$ cat src/rtl/lane_input_ctrl.sv
//==============================================================================
// Module : lane_input_ctrl
// Frame-synchronous four-lane press controller with round-robin hit queue.
// Rev    : 1.0  initial release
//==============================================================================
`default_nettype none

module lane_input_ctrl #(
   parameter int FLASH_FRAMES = 4,
   parameter int REARM_FRAMES = 2,
   parameter int STAMP_W      = 16
) (
   input  logic               Clk,
   input  logic               Reset_n,
   input  logic               frame_tick,
   input  logic [7:0]         keycode,
   output logic [3:0]         lane_held,
   output logic [3:0]         lane_lit,
   output logic               hit_valid,
   input  logic               hit_ready,
   output logic [1:0]         hit_lane,
   output logic [STAMP_W-1:0] hit_frame,
   output logic [STAMP_W-1:0] frame_count,
   output logic               overflow
);

   typedef enum logic [1:0] {
      S_IDLE  = 2'd0,
      S_HELD  = 2'd1,
      S_REARM = 2'd2
   } lane_state_t;

   localparam logic [3:0] FLASH_LOAD = 4'(FLASH_FRAMES);
   localparam logic [3:0] REARM_LOAD = (REARM_FRAMES > 0) ? 4'(REARM_FRAMES - 1) : 4'd0;

   lane_state_t        state_q [4];
   lane_state_t        state_d [4];
   logic [3:0]         rcnt_q  [4];
   logic [3:0]         rcnt_d  [4];
   logic [3:0]         fcnt_q  [4];
   logic [3:0]         fcnt_d  [4];
   logic [STAMP_W-1:0] stamp_q [4];
   logic [STAMP_W-1:0] stamp_d [4];

   logic [3:0]         pend_q, pend_d;
   logic [1:0]         last_q, last_d;
   logic               ovf_q, ovf_d;
   logic [STAMP_W-1:0] fc_q, fc_d;
   logic               hv_q, hv_d;
   logic [1:0]         hl_q, hl_d;
   logic [STAMP_W-1:0] hf_q, hf_d;

   logic [3:0]         dec_w;
   logic [3:0]         edge_w;
   logic [3:0]         grant_w;

   always_comb begin
      dec_w = 4'b0000;
      case (keycode)
         8'h34:   dec_w = 4'b0001;
         8'h33:   dec_w = 4'b0010;
         8'h35:   dec_w = 4'b0100;
         8'h3B:   dec_w = 4'b1000;
         default: dec_w = 4'b0000;
      endcase
   end

   // Lane FSMs and flash counters only move on frame ticks.
   always_comb begin
      edge_w = 4'b0000;
      for (int i = 0; i < 4; i++) begin
         state_d[i] = state_q[i];
         rcnt_d[i]  = rcnt_q[i];
         fcnt_d[i]  = fcnt_q[i];
         if (frame_tick) begin
            case (state_q[i])
               S_IDLE: begin
                  if (dec_w[i]) begin
                     state_d[i] = S_HELD;
                     edge_w[i]  = 1'b1;
                  end
               end
               S_HELD: begin
                  if (!dec_w[i]) begin
                     state_d[i] = (REARM_FRAMES == 0) ? S_IDLE : S_REARM;
                     rcnt_d[i]  = REARM_LOAD;
                  end
               end
               S_REARM: begin
                  if (rcnt_q[i] == 4'd0) state_d[i] = S_IDLE;
                  else                   rcnt_d[i]  = rcnt_q[i] - 4'd1;
               end
               default: state_d[i] = S_IDLE;
            endcase
            if (edge_w[i])               fcnt_d[i] = FLASH_LOAD;
            else if (fcnt_q[i] != 4'd0)  fcnt_d[i] = fcnt_q[i] - 4'd1;
         end
      end
   end

   always_comb begin
      fc_d = frame_tick ? fc_q + STAMP_W'(1) : fc_q;
   end

   // Round-robin output stage; scan starts just after the last granted lane.
   always_comb begin
      logic       found;
      logic [1:0] sel;
      logic [1:0] idx;
      found   = 1'b0;
      sel     = last_q;
      idx     = last_q;
      grant_w = 4'b0000;
      hv_d    = hv_q;
      hl_d    = hl_q;
      hf_d    = hf_q;
      last_d  = last_q;
      for (int k = 1; k <= 4; k++) begin
         idx = last_q + 2'(k);
         if (!found && pend_q[idx]) begin
            found = 1'b1;
            sel   = idx;
         end
      end
      if (!hv_q || hit_ready) begin
         if (found) begin
            grant_w[sel] = 1'b1;
            hv_d         = 1'b1;
            hl_d         = sel;
            hf_d         = stamp_q[sel];
            last_d       = sel;
         end else begin
            hv_d = 1'b0;
         end
      end
   end

   // A new edge overrides a same-cycle grant; otherwise a busy pend slot drops it.
   always_comb begin
      ovf_d = ovf_q;
      for (int i = 0; i < 4; i++) begin
         pend_d[i]  = pend_q[i] & ~grant_w[i];
         stamp_d[i] = stamp_q[i];
         if (edge_w[i]) begin
            if (pend_q[i] && !grant_w[i]) begin
               ovf_d = 1'b1;
            end else begin
               pend_d[i]  = 1'b1;
               stamp_d[i] = fc_q;
            end
         end
      end
   end

   always_ff @(posedge Clk) begin
      if (!Reset_n) begin
         for (int i = 0; i < 4; i++) begin
            state_q[i] <= S_IDLE;
            rcnt_q[i]  <= 4'd0;
            fcnt_q[i]  <= 4'd0;
            stamp_q[i] <= '0;
         end
         pend_q <= 4'b0000;
         last_q <= 2'd3;
         ovf_q  <= 1'b0;
         fc_q   <= '0;
         hv_q   <= 1'b0;
         hl_q   <= 2'd0;
         hf_q   <= '0;
      end else begin
         for (int i = 0; i < 4; i++) begin
            state_q[i] <= state_d[i];
            rcnt_q[i]  <= rcnt_d[i];
            fcnt_q[i]  <= fcnt_d[i];
            stamp_q[i] <= stamp_d[i];
         end
         pend_q <= pend_d;
         last_q <= last_d;
         ovf_q  <= ovf_d;
         fc_q   <= fc_d;
         hv_q   <= hv_d;
         hl_q   <= hl_d;
         hf_q   <= hf_d;
      end
   end

   always_comb begin
      for (int i = 0; i < 4; i++) begin
         lane_held[i] = (state_q[i] == S_HELD);
         lane_lit[i]  = (fcnt_q[i] != 4'd0);
      end
   end

   assign hit_valid   = hv_q;
   assign hit_lane    = hl_q;
   assign hit_frame   = hf_q;
   assign frame_count = fc_q;
   assign overflow    = ovf_q;

endmodule

`default_nettype wire

$ cat config.mk
export PLATFORM = sky130hd
export DESIGN_NAME = lane_input_ctrl
export DESIGN_NICKNAME = d
export VERILOG_FILES = /design/src/rtl/lane_input_ctrl.sv
export SDC_FILE = /design/constraint.sdc
export NUM_CORES = 1
export LEC_CHECK = 0
export ABC_AREA = 0
export BUFFER_PORTS_ARGS = -buffer_cell sky130_fd_sc_hd__buf_2
export CAP_MARGIN = 25
export CORE_MARGIN = 3
export CORE_UTILIZATION = 45
export CTS_CLUSTER_SIZE = 16
export DETAILED_ROUTE_END_ITERATION = 8
export REMOVE_ABC_BUFFERS = 1
export SYNTH_ARGS = -nofsm -noshare
export SYNTH_HDL_FRONTEND = slang
export SYNTH_SLANG_ARGS = --single-unit
$ cat constraint.sdc
create_clock -name Clk -period 7.2 [get_ports Clk]
set_input_delay 1.8 -clock Clk [delete_from_list [all_inputs] [get_ports Clk]]
set_output_delay 1.8 -clock Clk [all_outputs]
set_load 0.01 [all_outputs]
# After elaboration in Yosys (flattened, before gate mapping)
# Memories as Yosys holds them, arrays and structs flattened. A register that Yosys moved wholly into a read port is not among the register bits.
# Index checks and enable logic that the tools add are counted.
# classes
n_addsub	12
order_cmp	6
n_eq_ne	20
n_mux	128
bitwise	24
n_reduce_logical	35
# ops
op	n
$mux W16	12
$mux W4	34
$mux W2	24
$mux W1	44
$eq A8 B6 Y1 const B	4
$pmux W4 S2	4
$sub A4 B1 Y4 const B	8
$pmux W2 S3	4
$add A16 B1 Y16 const B	1
$logic_not A4 Y1	4
$or A1 B1 Y1	16
$pmux W4 S4	1
$reduce_bool A4 Y1	4
$lt A2 B3 Y1 const B	5
$reduce_and A3 Y1	4
$logic_not A1 Y1	9
$bmux W1 S2	4
$eq A2 B1 Y1 const B	4
$eq A2 B2 Y1 const B	4
$logic_and A1 B1 Y1	8
$logic_not A2 Y1	4
$ne A2 B2 Y1 const B	4
$add A2 B2 Y2 const B	2
$and A1 B1 Y1	4
7 further kinds	13
# totals
reg_bits	26
ramBits	104
inputBits	12
output_inout_bits	44
wordCells	235
mem_count	4
# memory_table
memory	words	width	read_ports	rd_clocked_by_memory_dff	wr	line	source
stamp_q	4	16	1	1	4	42	logic [STAMP_W-1:0] stamp_q [4];
fcnt_q	4	4	4	0	4	40	logic [3:0] fcnt_q [4];
rcnt_q	4	4	4	0	4	38	logic [3:0] rcnt_q [4];
state_q	4	2	4	0	4	36	lane_state_t state_q [4];

# Longest topological paths before layout
# Gate-level depths: netlist of run 1.
# depth
word_depth	29
depth_mapped	9
mapped_depth_nobuf	8

# Least setup slack after synthesis of run 1
# OpenSTA, ideal clock, no wires.
# synth_timing
path_type	input-to-reg
startpoint	in keycode[6]
endpoint	mem stamp_q[2][0] (enable)
arrival_time_ns	3.505
required_time_ns	6.825
setup_slack_ns	3.320
path_stages	6
path_buffers	1
cell_sequence	and4bb_2 > nand4_1 > nor4_1 > and3_1 > buf_4 > nand2b_1
# synth_lines
item	line	source
start, declared	16	input logic [7:0] keycode,
end, declared	42	

==> impl_metrics.ini, run 1 <==
[cells_and_area]
regArea_um2 = 3560
syn_to_final_growth_pct = 14.1
final_area_um2 = 7870
fin_nets = 776
multi_input_area_um2 = 3030
nFillCells = 1336
drive_above_1_share = 0.131
antennaDiodeCount = 0

[critical_path]
slowest_delay_ns = 0.65
crit_type = in -> reg
crit_chain = buf_2, and4bb_2, nand4_1, nor4_1, and3_1, nand2b_1
required_ns = 7.25
start_kind = input port
cp_slowest_cell = nor4_1
cp_data_arrival_time_ns = 4.37
cp_max_fo = 17
cp-end-kind = register

[timing]
hold_viol = 0
fmax_mhz = 232
skew_ns = 0.00979
maxSlewViolCount = 0
worst_pin_slew_ns = 0.977
max_slew_margin = 0.341
period_share = 0.600
setup_tns_ns = 0
fin_crit_ns = 4.32
rsz0062_at_grt = false
setup_violations = 0
worst_slack_ns = 2.88

[yosys]
synth.avg_cell_area_um2 = 9.74
syn-cell-area_um2 = 6900
ys_ff_latch = 146
synthFlopType = dfxtp_1
ys_seq_area_frac = 0.517
synth_edf_count = 64
synthCells = 708
synth.lib_cells_used.distinct = 62
synthArstFlopShare = 0
yosysWarnings = 0

[status]
status = completed

[floorplan]
die_w_um = 130
die_h_um = 130
core_um2 = 14800
start_util = 0.468
io-pin-count = 56
rows = 44
die-area_um2 = 16900

[clock_network]
clock_sinks = 146
root_buffer = clkbuf_16
htree_levels = 4
post_cts_resized = 0
clk_pin_slew_ns = 0.06
clock_latency_ns = 0.42
cts_made_buffers = 17
cts_buffer_depth = 2
cts_hold_buf = 0
cts_tree = done
postCtsSetupRepairBufs = 0

[global_routing]
antenna_found_initial = 0
grt_max_degree = 53
grt_first_pass_wirelength_um = 25100
grt_pass1_vias = 4936
grt_usage = 0.190
grt_overflow_total = 0

[flow_run]
max-cap-violations = 0

[placed_design]
io_buffers = 55
placed_cell_area_um2 = 7260
hpwl_um = 9990
dp_slack_ns = 2.37
gp_congestion = 0.781

[detailed_routing]
antenna_left = 0
dr.pass1.iters = 6
via_count = 5206
totalWireLength_um = 15200
viasPerCell = 5.50
post-route-drc-count = 0
post_drt_wl_per_cell_um = 16.0
drt_iter0_drc = 510

[power_and_ir_drop]
p_leak_nw = 3.06
p_per_area_nw_per_um2 = 271
irDropWorstVdd_uv = 177

[min_path]
min_path_type = reg -> reg
-- state kept, by name (all words and copies together) (netlist names) --
name,count
state_q,8
hit_valid,1
stamp_q,64
fcnt_q,16
overflow,1
hit_frame,16
last_q,2
frame_count,16
pend_q,4
hit_lane,2
rcnt_q,16
-- placed cells by master (no fill, tap or decap), drive strengths merged, types with 3 or more instances in the layout --
cell type | synthesis | routed
and2 | 90 | 90
nand2 | 85 | 85
dfxtp | 82 | 82
edfxtp | 64 | 64
buf | 15 | 61
o21ai | 49 | 49
a21oi | 33 | 33
inv | 28 | 30
nand3 | 27 | 27
nor2 | 23 | 23
clkbuf | 23 | 20
a21boi | 16 | 16
a32o | 16 | 16
nor2b | 14 | 14
ha | 14 | 14
xnor2 | 13 | 13
nor3b | 12 | 12
nor3 | 12 | 12
nand2b | 9 | 9
nand4 | 8 | 8
and3 | 8 | 8
nand4b | 6 | 6
nor4 | 5 | 5
o21a | 5 | 5
and4 | 5 | 5
clkinv | 1 | 5
o211ai | 3 | 3
or3 | 3 | 3
a31oi | 3 | 3
xor2 | 3 | 3
nor4b | 3 | 3
clkinvlp | 0 | 3
bufinv | 0 | 3
o31ai | 3 | 3
a31o | 3 | 3
-- cell families after synthesis --
family	count (synthesis)	synth area share
compound gates	146	0.139
fa+ha+maj	14	0.0254
simple gates	316	0.251
flops	146	0.517
buf+inv	67	0.0435
xor+xnor	16	0.0203
mux	3	0.00453
-- cell type report --
type                    instances  share of cell area
clock buffers                  20              0.0582
clock inverters                12              0.0196
inverters                      29              0.0138
multi-input cells             495               0.386
flip-flops and latches        146               0.453
well taps                     184              0.0293
repair buffers                 61              0.0407
-- final timing paths --
| kind | startpoint | end | slack (ns) | depth (start not counted) |
|---|---|---|---|---|
| worst min-delay path | hit_frame[11] | hit_frame[11] | 0.47 | 2 |
| worst max register to register | pend_q[2] | stamp_q[2][9] | 3.82 | 6 |
| worst max-delay path | keycode[7] | stamp_q[2][9] | 2.88 | 6 |
| worst min register to register | hit_frame[11] | hit_frame[11] | 0.47 | 2 |
-- critical path: cells and delay by family --
kind	cells	cell delay, ns
simple gates	5	2.45
buf+inv	1	0.10
-- per-layer routing --
metal  track usage  part of all wire  wire [µm]  vias to the layer above
met3        0.0475             0.043        648                       17
met2         0.278              0.45       6800                      127
met1         0.275              0.50       7560                     2477
li1              -                 -          -                     2585
met5             0                 0          0                        -
met4        0.0672             0.012        179                        0
-- Yosys cell counts, types with 16 or more instances --
master     n  share of area
and2_1    90          0.082
nand2_1   85          0.046
dfxtp_1   82           0.24
edfxtp_1  64           0.28
o21ai_0   47          0.034
a21oi_1   33          0.024
inv_1     28          0.015
nand3_1   26          0.019
clkbuf_1  23          0.013
nor2_1    23          0.013
a21boi_0  16          0.017
a32o_1    16          0.023
-- per-stage QoR --
step                instances   util  hold slack [ns]  total power [mW]
finish                    947  0.533            0.473              2.13
global route              947  0.533            0.494              2.24
CTS                       947  0.533            0.477              2.15
detailed placement        915  0.492            0.467              1.24
global placement          915  0.492            0.454              1.23
floorplan                 670      -            0.449              1.15
-- power by group --
part           switching (mW)  internal (mW)  total [mW]
clock                   0.348          0.566       0.914
sequential             0.0339          0.912       0.946
combinational           0.158          0.116       0.275
total                   0.540           1.59        2.13
Power figures use the tool's default switching activity.
==> run 2, diff against run 1 <==
PLACE_DENSITY = 0.65   (was default)
clock period = 3.5 ns   (was 7.2 ns; I/O delays follow)
==> run 2 against run 1 <==
Utilization up 0.41 points. Critical path type is now reg -> reg. Count of clock-buffer cells in the layout down 2. Critical endpoint is now stamp_q[0][12]. Largest power group unchanged. Sequential share of layout area down 0.34 points. Via count up 1.9%. Cell count up 1.5%. Setup slack worse by 2.1 ns.
==> impl_metrics.ini, run 2 (synthesized netlist as in run 1, its figures left out) <==
[status]
status = completed

[floorplan]
rows = 44
die-area_um2 = 16900
die_h_um = 130
die_w_um = 130
core_um2 = 14800
start_util = 0.468
io-pin-count = 56

[detailed_routing]
totalWireLength_um = 15600
via_count = 5307
drt_iter0_drc = 398
post-route-drc-count = 0
viasPerCell = 5.52
post_drt_wl_per_cell_um = 16.2
antenna_left = 0
dr.pass1.iters = 5

[placed_design]
hpwl_um = 10600
gp_congestion = 0.797
io_buffers = 55
dp_slack_ns = 0.428

[global_routing]
met2_usage = 0.308
grt_overflow_total = 0
grt_max_degree = 57
grt_use_met1 = 0.271
grt_usage = 0.196
antenna_found_initial = 0
grt_use_met3 = 0.0467
grt_first_pass_wirelength_um = 25800
grt_pass1_vias = 5140
gr-max-usage-layer = met2

[timing]
period_share = 0.783
skew_ns = 0.00674
max_slew_margin = 0.384
fin_crit_ns = 2.74
rsz0062_at_grt = false
fmax_mhz = 365
maxSlewViolCount = 0
setup_tns_ns = 0
worst_slack_ns = 0.761
hold_viol = 0
worst_pin_slew_ns = 0.913
setup_violations = 0

[cells_and_area]
fin_nets = 790
final_common_cell = and2_1
largest_register_ffs = 64
regMostFlops = stamp_q
nFillCells = 1326
regArea_um2 = 3560
final_cell_mix = and2_1, nand2_1, dfxtp_1
syn_to_final_growth_pct = 14.9
multi_input_area_um2 = 3030
postLayoutCoreUtil = 0.537
antennaDiodeCount = 0
drive_above_1_share = 0.149

[critical_path]
required_ns = 3.63
start_kind = register
cp_max_fo = 33
cp_data_arrival_time_ns = 2.86
cp-end-kind = register
crit_type = reg -> reg

[clock_network]
cts_made_buffers = 17
root_buffer = clkbuf_16
htree_levels = 4
cts_tree = done
cts_buffer_depth = 2
clk_pin_slew_ns = 0.06
post_cts_resized = 0
clock_sinks = 146
cts_hold_buf = 0
clock_latency_ns = 0.42
postCtsSetupRepairBufs = 0

[power_and_ir_drop]
p_leak_nw = 3.11
p_per_area_nw_per_um2 = 537
irDropWorstVdd_uv = 360
finalPower_mw = 4.25

[flow_run]
max-cap-violations = 0

[min_path]
min_path_type = reg -> reg
==> run 2: cell count changes in the layout (fill, tap and decap cells not counted), moves of 2 or more <==
cell / change
inv_4: +2
buf_4: +14
inv_6: +2
clkbuf_1: -2
bufinv_16: -2
==> run 2: worst paths after layout <==
| check | start | endpoint | slack [ns] | depth (start not counted) |
|---|---|---|---|---|
| min reg2reg | hit_frame[12] | hit_frame[12] | 0.47 | 2 |
| max | pend_q[2] | stamp_q[0][12] | 0.76 | 8 |
| max reg2reg | pend_q[2] | stamp_q[0][12] | 0.76 | 8 |
| min | hit_frame[12] | hit_frame[12] | 0.47 | 2 |
==> run 2: power breakdown <==
| part | total, mW | switching [mW] | internal [mW] |
|---|---|---|---|
| Sequential | 1.94 | 0.0697 | 1.87 |
| Clock | 1.74 | 0.731 | 1.00 |
| Combinational | 0.574 | 0.328 | 0.246 |
==> run 2: through the flow <==
step,hold slack (ns),std cells,cell area [µm²]
6_report,0.468,961,7930
5_1_grt,0.487,961,7930
4_1_cts,0.475,961,7930
3_5_place_dp,0.462,929,7360
3_3_place_gp,0.456,929,7360
2_1_floorplan,0.449,670,6710
==> run 2: critical path, stage by stage, from the launching register on <==
cell      delay (ns)
dfxtp_1         0.44
nor2b_1         0.08
o21ai_1         0.20
and3_1          0.22
buf_4           0.34
a31o_1          0.27
and4_4          0.34
nand2b_1        0.29
buf_4           0.25
==> run 2: metal layers <==
| layer | vias to the layer above | wire length [µm] |
|---|---|---|
| met3 | 12 | 886 |
| met1 | 2542 | 7270 |
| met2 | 132 | 7310 |
| met4 | 0 | 135 |
| li1 | 2621 | - |
| met5 | - | 0 |
==> run 2: layout make-up <==
cell class | instances | area share
clock inverters | 14 | 0.0161
inverters | 29 | 0.0137
multi-input cells | 495 | 0.383
clock buffers | 18 | 0.0554
flip-flops and latches | 146 | 0.449
repair buffers | 75 | 0.0537
well taps | 184 | 0.0290
